===== src/rtl/mem_ctrl_pkg.sv =====
// Shared FSM states, wait-counter width and the request address check.
// The check flags byte addresses beyond the array or not aligned to a data word.
package mem_ctrl_pkg;

   localparam int CNT_W = 4;

   typedef enum logic [1:0] {
      IDLE,
      WAIT,
      ISSUE,
      RESP
   } state_e;

   function automatic logic addr_err(input logic [31:0] addr, input int depth, input int nbytes);
      logic [63:0] limit;
      logic [31:0] low_mask;
      limit    = 64'(depth) * 64'(nbytes);
      low_mask = 32'(nbytes - 1);
      return ({32'd0, addr} >= limit) || ((addr & low_mask) != 32'd0);
   endfunction

endpackage


===== src/rtl/wait_counter.sv =====
// Loadable down-counter; done is high while enabled with one cycle left.
// Latency: load/decrement take effect on the next edge; no backpressure.
module wait_counter
   import mem_ctrl_pkg::*;
(
   input  logic             clk,
   input  logic             rst,
   input  logic             load,
   input  logic [CNT_W-1:0] value,
   input  logic             en,
   output logic             done
);

   logic [CNT_W-1:0] cnt_q, cnt_d;

   always_comb begin
      cnt_d = cnt_q;
      if (load) begin
         cnt_d = value;
      end else if (en && cnt_q != '0) begin
         cnt_d = cnt_q - CNT_W'(1);
      end
   end

   always_ff @(posedge clk or negedge rst) begin
      if (!rst) begin
         cnt_q <= '0;
      end else begin
         cnt_q <= cnt_d;
      end
   end

   assign done = en && (cnt_q == CNT_W'(1));

endmodule


===== src/rtl/data_mem_ctrl.sv =====
// Single-outstanding request bridge to a synchronous-read memory port.
// Response WAIT_STATES+2 cycles after accept; req_ready only while idle.
module data_mem_ctrl
   import mem_ctrl_pkg::*;
#(
   parameter int DATA_WIDTH  = 32,
   parameter int DEPTH       = 16384,
   parameter int WAIT_STATES = 0
) (
   input  logic                     clk,
   input  logic                     rst,
   input  logic                     req_valid,
   output logic                     req_ready,
   input  logic                     req_we,
   input  logic [31:0]              req_addr,
   input  logic [DATA_WIDTH-1:0]    req_wdata,
   input  logic [DATA_WIDTH/8-1:0]  req_wmask,
   output logic                     resp_valid,
   output logic [DATA_WIDTH-1:0]    resp_rdata,
   output logic                     resp_err,
   output logic [$clog2(DEPTH)-1:0] mem_addr,
   output logic [DATA_WIDTH-1:0]    mem_wdata,
   output logic [DATA_WIDTH/8-1:0]  mem_wmask,
   output logic                     mem_we,
   input  logic [DATA_WIDTH-1:0]    mem_rdata
);

   localparam int NB  = DATA_WIDTH / 8;
   localparam int OFS = $clog2(NB);
   localparam int AW  = $clog2(DEPTH);

   state_e          state_q, state_d;
   logic            we_q, we_d;
   logic [AW-1:0]   waddr_q, waddr_d;
   logic [DATA_WIDTH-1:0] wdata_q, wdata_d;
   logic [NB-1:0]   wmask_q, wmask_d;
   logic            err_q, err_d;
   logic            mem_we_q, mem_we_d;
   logic [AW-1:0]   mem_addr_q, mem_addr_d;
   logic [DATA_WIDTH-1:0] mem_wdata_q, mem_wdata_d;
   logic [NB-1:0]   mem_wmask_q, mem_wmask_d;
   logic            resp_valid_q, resp_valid_d;
   logic            resp_err_q, resp_err_d;
   logic            rd_ok_q, rd_ok_d;
   logic            go_issue;
   logic            cnt_load, cnt_en, cnt_done;

   wait_counter u_wait_counter (
      .clk   (clk),
      .rst   (rst),
      .load  (cnt_load),
      .value (CNT_W'(WAIT_STATES)),
      .en    (cnt_en),
      .done  (cnt_done)
   );

   assign cnt_en = (state_q == WAIT);

   always_comb begin
      state_d      = state_q;
      we_d         = we_q;
      waddr_d      = waddr_q;
      wdata_d      = wdata_q;
      wmask_d      = wmask_q;
      err_d        = err_q;
      mem_we_d     = 1'b0;
      mem_addr_d   = mem_addr_q;
      mem_wdata_d  = mem_wdata_q;
      mem_wmask_d  = mem_wmask_q;
      resp_valid_d = 1'b0;
      resp_err_d   = 1'b0;
      rd_ok_d      = 1'b0;
      cnt_load     = 1'b0;
      go_issue     = 1'b0;

      unique case (state_q)
         IDLE: begin
            if (req_valid) begin
               we_d    = req_we;
               waddr_d = req_addr[OFS +: AW];
               wdata_d = req_wdata;
               wmask_d = req_wmask;
               err_d   = addr_err(req_addr, DEPTH, NB);
               if (WAIT_STATES > 0) begin
                  state_d  = WAIT;
                  cnt_load = 1'b1;
               end else begin
                  state_d  = ISSUE;
                  go_issue = 1'b1;
               end
            end
         end
         WAIT: begin
            if (cnt_done) begin
               state_d  = ISSUE;
               go_issue = 1'b1;
            end
         end
         ISSUE: begin
            state_d      = RESP;
            resp_valid_d = 1'b1;
            resp_err_d   = err_q;
            rd_ok_d      = !we_q && !err_q;
         end
         RESP: begin
            state_d = IDLE;
         end
         default: begin
            state_d = IDLE;
         end
      endcase

      // The _d fields already hold the request when issuing straight from IDLE.
      if (go_issue) begin
         mem_addr_d  = waddr_d;
         mem_wdata_d = wdata_d;
         mem_wmask_d = wmask_d;
         mem_we_d    = we_d && (wmask_d != '0) && !err_d;
      end
   end

   always_ff @(posedge clk or negedge rst) begin
      if (!rst) begin
         state_q      <= IDLE;
         we_q         <= 1'b0;
         waddr_q      <= '0;
         wdata_q      <= '0;
         wmask_q      <= '0;
         err_q        <= 1'b0;
         mem_we_q     <= 1'b0;
         mem_addr_q   <= '0;
         mem_wdata_q  <= '0;
         mem_wmask_q  <= '0;
         resp_valid_q <= 1'b0;
         resp_err_q   <= 1'b0;
         rd_ok_q      <= 1'b0;
      end else begin
         state_q      <= state_d;
         we_q         <= we_d;
         waddr_q      <= waddr_d;
         wdata_q      <= wdata_d;
         wmask_q      <= wmask_d;
         err_q        <= err_d;
         mem_we_q     <= mem_we_d;
         mem_addr_q   <= mem_addr_d;
         mem_wdata_q  <= mem_wdata_d;
         mem_wmask_q  <= mem_wmask_d;
         resp_valid_q <= resp_valid_d;
         resp_err_q   <= resp_err_d;
         rd_ok_q      <= rd_ok_d;
      end
   end

   assign req_ready  = (state_q == IDLE);
   assign resp_valid = resp_valid_q;
   assign resp_err   = resp_err_q;
   // Memory data arrives during RESP, so the read path is gated rather than re-registered.
   assign resp_rdata = rd_ok_q ? mem_rdata : '0;
   assign mem_we     = mem_we_q;
   assign mem_addr   = mem_addr_q;
   assign mem_wdata  = mem_wdata_q;
   assign mem_wmask  = mem_wmask_q;

endmodule


===== config.mk =====
export PLATFORM = sky130hd
export DESIGN_NAME = data_mem_ctrl
export DESIGN_NICKNAME = d
export VERILOG_FILES = /design/src/rtl/mem_ctrl_pkg.sv /design/src/rtl/wait_counter.sv /design/src/rtl/data_mem_ctrl.sv
export SDC_FILE = /design/constraint.sdc
export NUM_CORES = 1
export LEC_CHECK = 0
export CAP_MARGIN = 30
export CORE_ASPECT_RATIO = 0.6
export CORE_MARGIN = 8
export CORE_UTILIZATION = 39
export DETAILED_ROUTE_END_ITERATION = 7
export GPL_ROUTABILITY_DRIVEN = 0
export PLACE_DENSITY = 0.89
export SLEW_MARGIN = 25
export SYNTH_ARGS = -nofsm -noshare
export SYNTH_HDL_FRONTEND = slang
export SYNTH_SLANG_ARGS = --single-unit

===== constraint.sdc =====
create_clock -name clk -period 1.57 [get_ports clk]
set_input_delay 0.314 -clock clk [delete_from_list [all_inputs] [get_ports clk]]
set_output_delay 0.314 -clock clk [all_outputs]
set_load 0.05 [all_outputs]

==> impl_metrics.py, run 1 <==
metrics = {
    "run_status": {
        "violations": "setup timing",
        "outcome": "finished, violations left",
    },
    "yosys": {
        "ys_seq_area_share_pct": 61.9,
        "synth_cell_type_count": 25,
        "ys_ff_latch": 112,
        "yosysTopAreaCell": "dfrtp_1",
        "synthesis.area_um2": 4520,
        "syn_nets": 407,
        "synth_warnings": 0,
        "syn-instance-count": 301,
        "synth_area_leaders": "dfrtp_1 62%, mux2_2 25%, and2_1 4.6%, clkbuf_8 1.5%, buf_4 0.83%",
        "synth_top_area_share_pct": 61.9,
        "postSynthAreaPerCell_um2": 15.0,
    },
    "worst_setup_path": {
        "cp.buffers_inverters": 3,
        "crit_fanout": 6,
        "worstPathRequired_ps": 1800,
        "crit_type": "flop to flop",
        "path_cells": "inv_2, ha_4, nor3b_4, mux2i_2, nor2_4, buf_12, clkbuf_16, mux2_4",
        "crit_path_max_incr_delay_ps": 400,
        "critPathLaunchType": "flop",
        "worstSetupEndpointType": "flop",
        "cp_top_family": "buffers and inverters",
        "crit_path_start": "u_wait_counter.cnt_q[1]",
        "rr_startpoint": "u_wait_counter.cnt_q[1]",
        "crit_arrival_ps": 2100,
        "cpMaxStageDelayCell": "dfrtp_1",
    },
    "routing": {
        "drt_first_pass_iters": 4,
        "dr.first_iter.drc_count": 107,
        "antenna_left": 0,
        "vias": 3301,
        "wirelength_um": 15100,
        "post_drt_wl_per_cell_um": 22.0,
        "drc": 0,
        "avgViaCountPerCell": 4.79,
    },
    "place": {
        "port_buffers": 189,
        "dp_hpwl_um": 9630,
    },
    "cells_and_area": {
        "n_antenna_cell": 0,
        "syn_to_final_growth_pct": 78.2,
        "drive_above_1_share_pct": 53.3,
        "final_nets": 630,
        "finish.utilization_pct": 71.4,
    },
    "clock_tree": {
        "cts.sinks": 112,
        "clkTransAtPathRegs_ps": 70,
        "clock_latency_ps": 350,
        "cts_tree": "built",
        "cts_root_buffer": "clkbuf_16",
        "clockBufferDepth": 2,
        "htree_levels": 3,
        "cts_made_buffers": 9,
    },
    "floorplanning": {
        "initial_core_util_pct": 40.0,
        "fp.dieW_um": 155,
        "chipHeight_um": 99.4,
        "coreArea_um2": 11300,
        "rows": 30,
        "die_area_um2": 15400,
        "pin_count": 190,
    },
    "global_route": {
        "antenna_found_initial": 0,
        "grt_usage_pct": 18.0,
        "grt_max_degree": 48,
        "grt_pass1_vias": 3694,
        "grt_overflow": 0,
        "grt_pass1_wl_um": 21300,
    },
    "hold_path": {
        "min_path_type": "primary input to async pin",
    },
    "timing": {
        "postLayoutSetupSlackWorst_ps": -301,
        "tightest_slew_ps": 401,
        "finalHoldViolations": 0,
        "setup_viol_count_final": 96,
        "rsz0062_at_grt": "yes",
        "timing.final.crit_share_pct": 119,
        "clock.fmax_mhz": 534,
        "relSlewSlack_pct": 73.0,
        "slew_violations": 0,
        "fin_setup_tns_ps": -15940,
        "finalClockSkew_ps": 8.46,
        "holdWs_ps": 434,
        "min_period_ps": 1870,
    },
    "flow_run": {
        "cap_violations": 0,
    },
    "power": {
        "p_leak_nw": 3.57,
        "peakVddDrop_mv": 1.49,
        "power.density_nw_per_um2": 2000,
    },
}
==> layer usage <==
layer	vias to the layer above	track usage [%]	part of all wire (%)
met3	14	5.45	4.8
met5	-	0	0
met4	0	4.27	0.91
met2	91	30.5	50
li1	1482	-	-
met1	1714	22.3	44
==> cells in the final DEF (no fill, tap or decap), types with 2 or more instances in the layout <==
cell type	instances
and2_4	32
buf_12	50
buf_16	4
buf_4	60
buf_6	3
clkbuf_16	15
clkdlybuf4s50_1	101
clkinv_2	2
clkinvlp_4	2
dfrtp_1	111
inv_1	2
inv_6	2
mux2_2	31
mux2_4	70
nand2_1	3
nand3_1	2
nor2_1	7
nor2_4	2
nor3_1	2
nor3b_4	2
nor4_1	5
o21ai_0	2
xnor2_1	3
==> Yosys cell counts <==
| master | instances |
|---|---|
| o41ai_1 | 1 |
| nor3b_1 | 2 |
| dfrtp_1 | 112 |
| nor4_1 | 5 |
| nand3_1 | 2 |
| nor3_1 | 2 |
| buf_6 | 1 |
| ha_1 | 2 |
| mux2i_1 | 1 |
| a21oi_1 | 2 |
| o2111a_1 | 1 |
| nor2_2 | 1 |
| o22ai_1 | 1 |
| mux2_2 | 101 |
| nand2_1 | 3 |
| nor2_1 | 8 |
| and2_1 | 33 |
| clkbuf_1 | 3 |
| xnor2_1 | 3 |
| or2b_2 | 1 |
| o21ai_0 | 2 |
| or2b_1 | 1 |
| clkbuf_8 | 5 |
| buf_4 | 5 |
| inv_1 | 3 |
==> sequential cells by signal (all words and copies together), names as in the netlist <==
name                  cells
wdata_q                  32
mem_wdata                32
err_q                     1
wmask_q                   4
u_wait_counter.cnt_q      4
mem_wmask                 4
mem_addr                 14
mem_we                    1
resp_valid                1
resp_err                  1
rd_ok_q                   1
state_q                   2
we_q                      1
waddr_q                  14
==> report_power, final <==
part / internal (mW) / total [mW] / switching [mW]
sequential: 4.30 / 5.06 / 0.767
combinational: 4.27 / 8.86 / 4.59
clock: 1.13 / 2.18 / 1.05
==> stage by stage <==
stage	total power [mW]	setup slack [ps]	cells	cell area, um2
global route	16.8	-386	689	8060
floorplan	9.62	-119	301	4530
detailed placement	12.3	-628	654	6980
global placement	11.9	-537	654	6980
finish	16.1	-301	689	8060
CTS	15.4	-301	680	7690
==> timing repair <==
| item | in CTS | in global routing |
|---|---|---|
| setup endpoints to repair | 84 | 112 |
| endpoints found under the hold margin | 27 | 0 |
| cloned | 5 | 7 |
| gates resized for setup | 64 | 64 |
| pin swaps | 1 | 4 |
| hold buffers | 1 | 0 |
| buffers inserted | 4 | 4 |
==> path summary, 6_finish.rpt <==
kind	endpoint	slack, ps	depth (start not counted)
setup reg to reg	mem_addr[6]	-300	8
min in group clk	rd_ok_q	470	1
hold / removal	mem_wdata[4]	430	2
max in group asynchronous	wdata_q[24]	560	3
hold reg to reg	rd_ok_q	470	1
setup / recovery	mem_addr[6]	-300	8
==> area by class of cell <==
class	count	area [um2]
sequential	112	2800
inverter	3	11.3
multi-input combinational	172	1990
timing repair buffer	226	2780
clock buffer	10	239
clock inverter	6	42.5
tap	160	200
fill	705	3240
==> cells by family after synthesis <==
kind of cell	Yosys count	synth area share, %
AO/OA/AOI/OAI	7	1.02
XOR/XNOR	3	0.581
adder cells (fa/ha/maj)	2	0.553
buffers and inverters	17	3.10
flip-flops	112	61.9
multiplexers	102	25.4
AND/OR/NAND/NOR	58	7.44
No activity file was read; power rests on OpenSTA's default activity.
==> run 2: changes to the inputs <==
Settings changed: SETUP_SLACK_MARGIN set to 0.5.
==> run 2 against run 1 <==
  * The flow still finishes with violations (setup timing)
  * Clock skew is 4.3 ps higher
  * Clock power is 8% higher
  * Combinational power is 16% higher
  * Die area stayed put
  * Critical path type unchanged
==> impl_metrics.py, run 2 (synthesized netlist as in run 1, its figures left out) <==
metrics = {
    "clock_tree": {
        "clockBufferDepth": 2,
        "cts_made_buffers": 9,
        "htree_levels": 3,
        "cts_tree": "built",
        "clock_latency_ps": 350,
        "cts.sinks": 112,
        "cts_root_buffer": "clkbuf_16",
        "clkTransAtPathRegs_ps": 80,
    },
    "worst_setup_path": {
        "cp.buffers_inverters": 3,
        "crit_path_max_incr_delay_ps": 390,
        "path_cells": "inv_2, ha_4, nor3b_4, mux2i_2, nor2_4, buf_12, buf_8, mux2_2",
        "worstPathRequired_ps": 1790,
        "ff2ff_path_depth": 8,
        "rr_startpoint": "u_wait_counter.cnt_q[1]",
        "critPathLaunchType": "flop",
        "cpMaxStageDelayCell": "dfrtp_1",
        "cp_top_family": "multiplexers",
        "crit_type": "flop to flop",
        "worstSetupEndpointType": "flop",
        "crit_arrival_ps": 2120,
        "crit_fanout": 7,
        "timing.rr.end": "mem_wdata[19]",
        "r2r_slack_ps": -330,
    },
    "flow_run": {
        "cap_violations": 0,
    },
    "floorplanning": {
        "initial_core_util_pct": 40.0,
        "chipHeight_um": 99.4,
        "coreArea_um2": 11300,
        "fp.dieW_um": 155,
        "die_area_um2": 15400,
        "pin_count": 190,
        "rows": 30,
    },
    "power": {
        "internal_power_mw": 11.0,
        "peakVddDrop_mv": 1.78,
        "power_frac_seq_pct": 29.0,
        "switching_share_pct": 38.5,
        "power.density_nw_per_um2": 2020,
        "p_clk_share_pct": 13.2,
        "p_leak_nw": 3.93,
        "p_comb_share_pct": 57.7,
        "p_switching_mw": 6.88,
    },
    "run_status": {
        "violations": "setup timing",
        "outcome": "finished, violations left",
    },
    "routing": {
        "dr.first_iter.drc_count": 99,
        "drt_first_pass_iters": 4,
        "antenna_left": 0,
        "wirelength_um": 16100,
        "post_drt_wl_per_cell_um": 22.1,
        "avgViaCountPerCell": 4.82,
        "drc": 0,
        "vias": 3515,
    },
    "global_route": {
        "grt_overflow": 0,
        "antenna_found_initial": 0,
        "grt_usage_pct": 18.0,
        "grt_max_degree": 58,
        "grt_pass1_wl_um": 21700,
        "grt_pass1_vias": 3700,
    },
    "cells_and_area": {
        "seqCellArea_um2": 2800,
        "multi_input_area_um2": 2070,
        "syn_to_final_growth_pct": 95.0,
        "final_nets": 671,
        "layout_commonest_cell": "dfrtp_1",
        "fillCellCount": 594,
        "drive_above_1_share_pct": 57.9,
        "n_antenna_cell": 0,
        "final_cell_mix": "111 x dfrtp_1, 101 x clkdlybuf4s50_1, 80 x mux2_4",
        "final_area_um2": 8820,
    },
    "timing": {
        "clock.fmax_mhz": 528,
        "holdWs_ps": 410,
        "finalClockSkew_ps": 12.7,
        "postLayoutSetupSlackWorst_ps": -326,
        "min_period_ps": 1900,
        "timing.final.crit_share_pct": 121,
        "relSlewSlack_pct": 68.8,
        "finalHoldViolations": 0,
        "tightest_slew_ps": 464,
        "setup_viol_count_final": 87,
        "rsz0062_at_grt": "yes",
        "slew_violations": 0,
    },
    "place": {
        "dp_hpwl_um": 9540,
        "place_area_um2": 7070,
        "port_buffers": 189,
    },
    "hold_path": {
        "min_path_type": "primary input to async pin",
    },
}
## run 2: changes by cell type in the layout (fill, tap and decap cells not counted), sizes merged
cell / before / now
buf: 117 / 158
bufinv: 0 / 1
clkinvlp: 2 / 1
## run 2: per-layer routing
| layer | track usage, % | vias up | share of wire, % |
|---|---|---|---|
| li1 | - | 1571 | - |
| met1 | 22.3 | 1776 | 42 |
| met2 | 29.8 | 147 | 49 |
| met3 | 6.41 | 21 | 7.6 |
| met4 | 3.52 | 0 | 1.6 |
| met5 | 0 | - | 0 |
## run 2: final cells by class
cell class,count,share of cell area [%]
clock inverter,6,0.851
tap,160,2.27
multi-input combinational,172,23.4
inverter,3,0.128
clock buffer,10,2.71
timing repair buffer,267,38.8
sequential,112,31.8
## run 2: how the worst max path moves through the flow
stage                             from       endpoint  slack, ps  cells past startpoint
3_5_place_dp                 req_valid    mem_addr[3]       -550                      5
2_1_floorplan  u_wait_counter.cnt_q[1]    mem_addr[0]       -120                      7
4_1_cts        u_wait_counter.cnt_q[1]   mem_addr[13]       -280                      7
6_report       u_wait_counter.cnt_q[1]  mem_wdata[19]       -330                      8
3_3_place_gp                 req_valid  mem_wdata[27]       -530                      5
5_1_grt        u_wait_counter.cnt_q[1]  mem_wdata[19]       -380                      8
## run 2: per-stage QoR
step / TNS [ps] / total power, mW / utilization, % / instances / setup WS (ps)
after floorplan: -5830 / 9.64 / - / 301 / -119
after global placement: -37990 / 12.0 / 62.5 / 655 / -526
after detailed placement: -40510 / 12.3 / 62.5 / 655 / -553
after CTS: -16280 / 16.1 / 72.0 / 694 / -281
after global routing: -24530 / 18.5 / 78.1 / 730 / -384
final: -18740 / 17.8 / 78.1 / 730 / -326
## run 2: repair_timing
item                                   CTS  global route
gates cloned                             7             7
setup buffers                           15            29
pin swaps                                8             5
resized for setup                      111            76
hold buffers                             1             0
setup endpoints to repair              196           255
endpoints found under the hold margin   19             0
## run 2: power groups by stage
stage                     clock network, mW  registers [mW]  logic [mW]
after floorplan                           0            7.23        2.41
after global placement                    0            4.93        7.04
after detailed placement                  0            5.00        7.28
after CTS                              2.40            5.06        8.62
after global routing                   2.54            5.30        10.7
final                                  2.36            5.18        10.3
==> run 3: changes to the inputs <==
Settings changed: TNS_END_PERCENT set to 30.
==> run 3 against run 2 <==
  * The run still ends with setup timing left
  * Flip-flop and latch count did not move
  * Total power fell by 5.7%
  * Via count fell by 7.0%
==> impl_metrics.py, run 3 (synthesized netlist as in run 1, its figures left out) <==
metrics = {
    "run_status": {
        "outcome": "finished, violations left",
        "violations": "setup timing",
    },
    "routing": {
        "dr.first_iter.drc_count": 106,
        "drt_first_pass_iters": 4,
        "avgViaCountPerCell": 4.76,
        "post_drt_wl_per_cell_um": 22.3,
        "vias": 3269,
        "wirelength_um": 15300,
        "drc": 0,
        "antenna_left": 0,
    },
    "floorplanning": {
        "coreArea_um2": 11300,
        "pin_count": 190,
        "die_area_um2": 15400,
        "initial_core_util_pct": 40.0,
        "rows": 30,
        "fp.dieW_um": 155,
        "chipHeight_um": 99.4,
    },
    "timing": {
        "timing.final.crit_share_pct": 119,
        "rsz0062_at_grt": "yes",
        "fin_setup_tns_ps": -13520,
        "min_period_ps": 1870,
        "postLayoutSetupSlackWorst_ps": -301,
        "relSlewSlack_pct": 63.7,
        "finalHoldViolations": 0,
        "slew_violations": 0,
        "clock.fmax_mhz": 535,
        "finalClockSkew_ps": 7.15,
        "setup_viol_count_final": 84,
        "tightest_slew_ps": 539,
    },
    "cells_and_area": {
        "syn_to_final_growth_pct": 83.1,
        "final_nets": 628,
        "n_antenna_cell": 0,
        "finish.utilization_pct": 73.3,
        "final_cell_mix": "112 x dfrtp_1, 101 x clkdlybuf4s50_1, 84 x mux2_4",
        "drive_above_1_share_pct": 54.3,
        "fillCellCount": 666,
        "layout_commonest_cell": "dfrtp_1",
        "final_area_um2": 8290,
    },
    "clock_tree": {
        "clockBufferDepth": 2,
        "htree_levels": 3,
        "cts_tree": "built",
        "cts.sinks": 112,
        "clkTransAtPathRegs_ps": 70,
        "cts_root_buffer": "clkbuf_16",
        "clock_latency_ps": 350,
        "cts_made_buffers": 9,
    },
    "worst_setup_path": {
        "worst_path_most_repeated_cell": "mux2_2",
        "crit_type": "flop to flop",
        "path_cells": "nor3b_4, buf_6, buf_12, buf_16, mux2_2, mux2_2",
        "worstPathRequired_ps": 1800,
        "crit_arrival_ps": 2110,
        "ff2ff_path_depth": 6,
        "crit_fanout": 10,
        "critPathLaunchType": "flop",
        "worstSetupEndpointType": "flop",
        "crit_path_max_incr_delay_ps": 420,
        "cpMaxStageDelayCell": "dfrtp_1",
    },
    "power": {
        "power.density_nw_per_um2": 2030,
        "peakVddDrop_mv": 1.35,
        "p_leak_nw": 3.67,
    },
    "global_route": {
        "grt_pass1_wl_um": 21800,
        "grt_pass1_vias": 3727,
        "grt_overflow": 0,
        "grt_max_degree": 48,
        "grt_usage_pct": 18.5,
        "antenna_found_initial": 0,
    },
    "place": {
        "place_area_um2": 6980,
        "port_buffers": 189,
        "pre_cts_ws_ps": -628,
        "dp_hpwl_um": 9630,
    },
    "hold_path": {
        "min_path_type": "primary input to async pin",
    },
    "flow_run": {
        "cap_violations": 0,
    },
}
==> run 3: routing by layer <==
layer	vias to the layer above	part of all wire, %	GRT usage [%]
met5	-	0	0
met4	0	1.1	4.42
met3	15	5.2	5.37
met2	87	51	31.8
met1	1690	43	22.6
li1	1477	-	-
==> run 3: through the flow <==
stage,cells,power (mW),hold WS (ps)
after floorplan,301,9.62,18.4
after global placement,654,11.9,260
after detailed placement,654,12.3,265
after CTS,680,16.1,446
after global routing,687,17.5,417
final,687,16.8,402
==> run 3: area by class of cell <==
cell class | instances | area, um2 | area share, %
repair buffers | 224 | 2910 | 35.1
multi-input cells | 172 | 2080 | 25.1
well taps | 160 | 200 | 2.42
flip-flops and latches | 112 | 2800 | 33.8
clock inverters | 6 | 42.5 | 0.513
clock buffers | 10 | 239 | 2.88
inverters | 3 | 11.3 | 0.136
==> run 3: critical path, delay by kind of cell, from the launching register on <==
kind | cells | cell delay [ps]
buffers and inverters | 3 | 450
DFF | 1 | 420
muxes | 2 | 630
and+or+nand+nor | 1 | 250
==> run 3: final timing paths <==
| kind | to | slack, ps | start |
|---|---|---|---|
| min reg2reg | rd_ok_q | 490 | we_q |
| max reg2reg | mem_wdata[20] | -300 | state_q[0] |
| min | mem_wdata[1] | 400 | rst |
| max | mem_wdata[20] | -300 | state_q[0] |
| min in group clk | rd_ok_q | 490 | we_q |
| max in group asynchronous | wdata_q[24] | 640 | rst |
==> run 3: timing repair <==
| action | 4_1_cts | 5_1_grt |
|---|---|---|
| pin swaps | 4 | 8 |
| hold buffers | 1 | 0 |
| gates resized for setup | 127 | 72 |
| buffers inserted | 4 | 4 |
| setup endpoints to repair | 196 | 244 |
| hold endpoints to repair | 27 | 0 |
| cloned | 5 | 3 |
==> run 3: report_power, final <==
| part | internal [mW] | switching (mW) |
|---|---|---|
| clock | 1.13 | 1.04 |
| sequential | 4.30 | 0.908 |
| combinational | 4.78 | 4.67 |
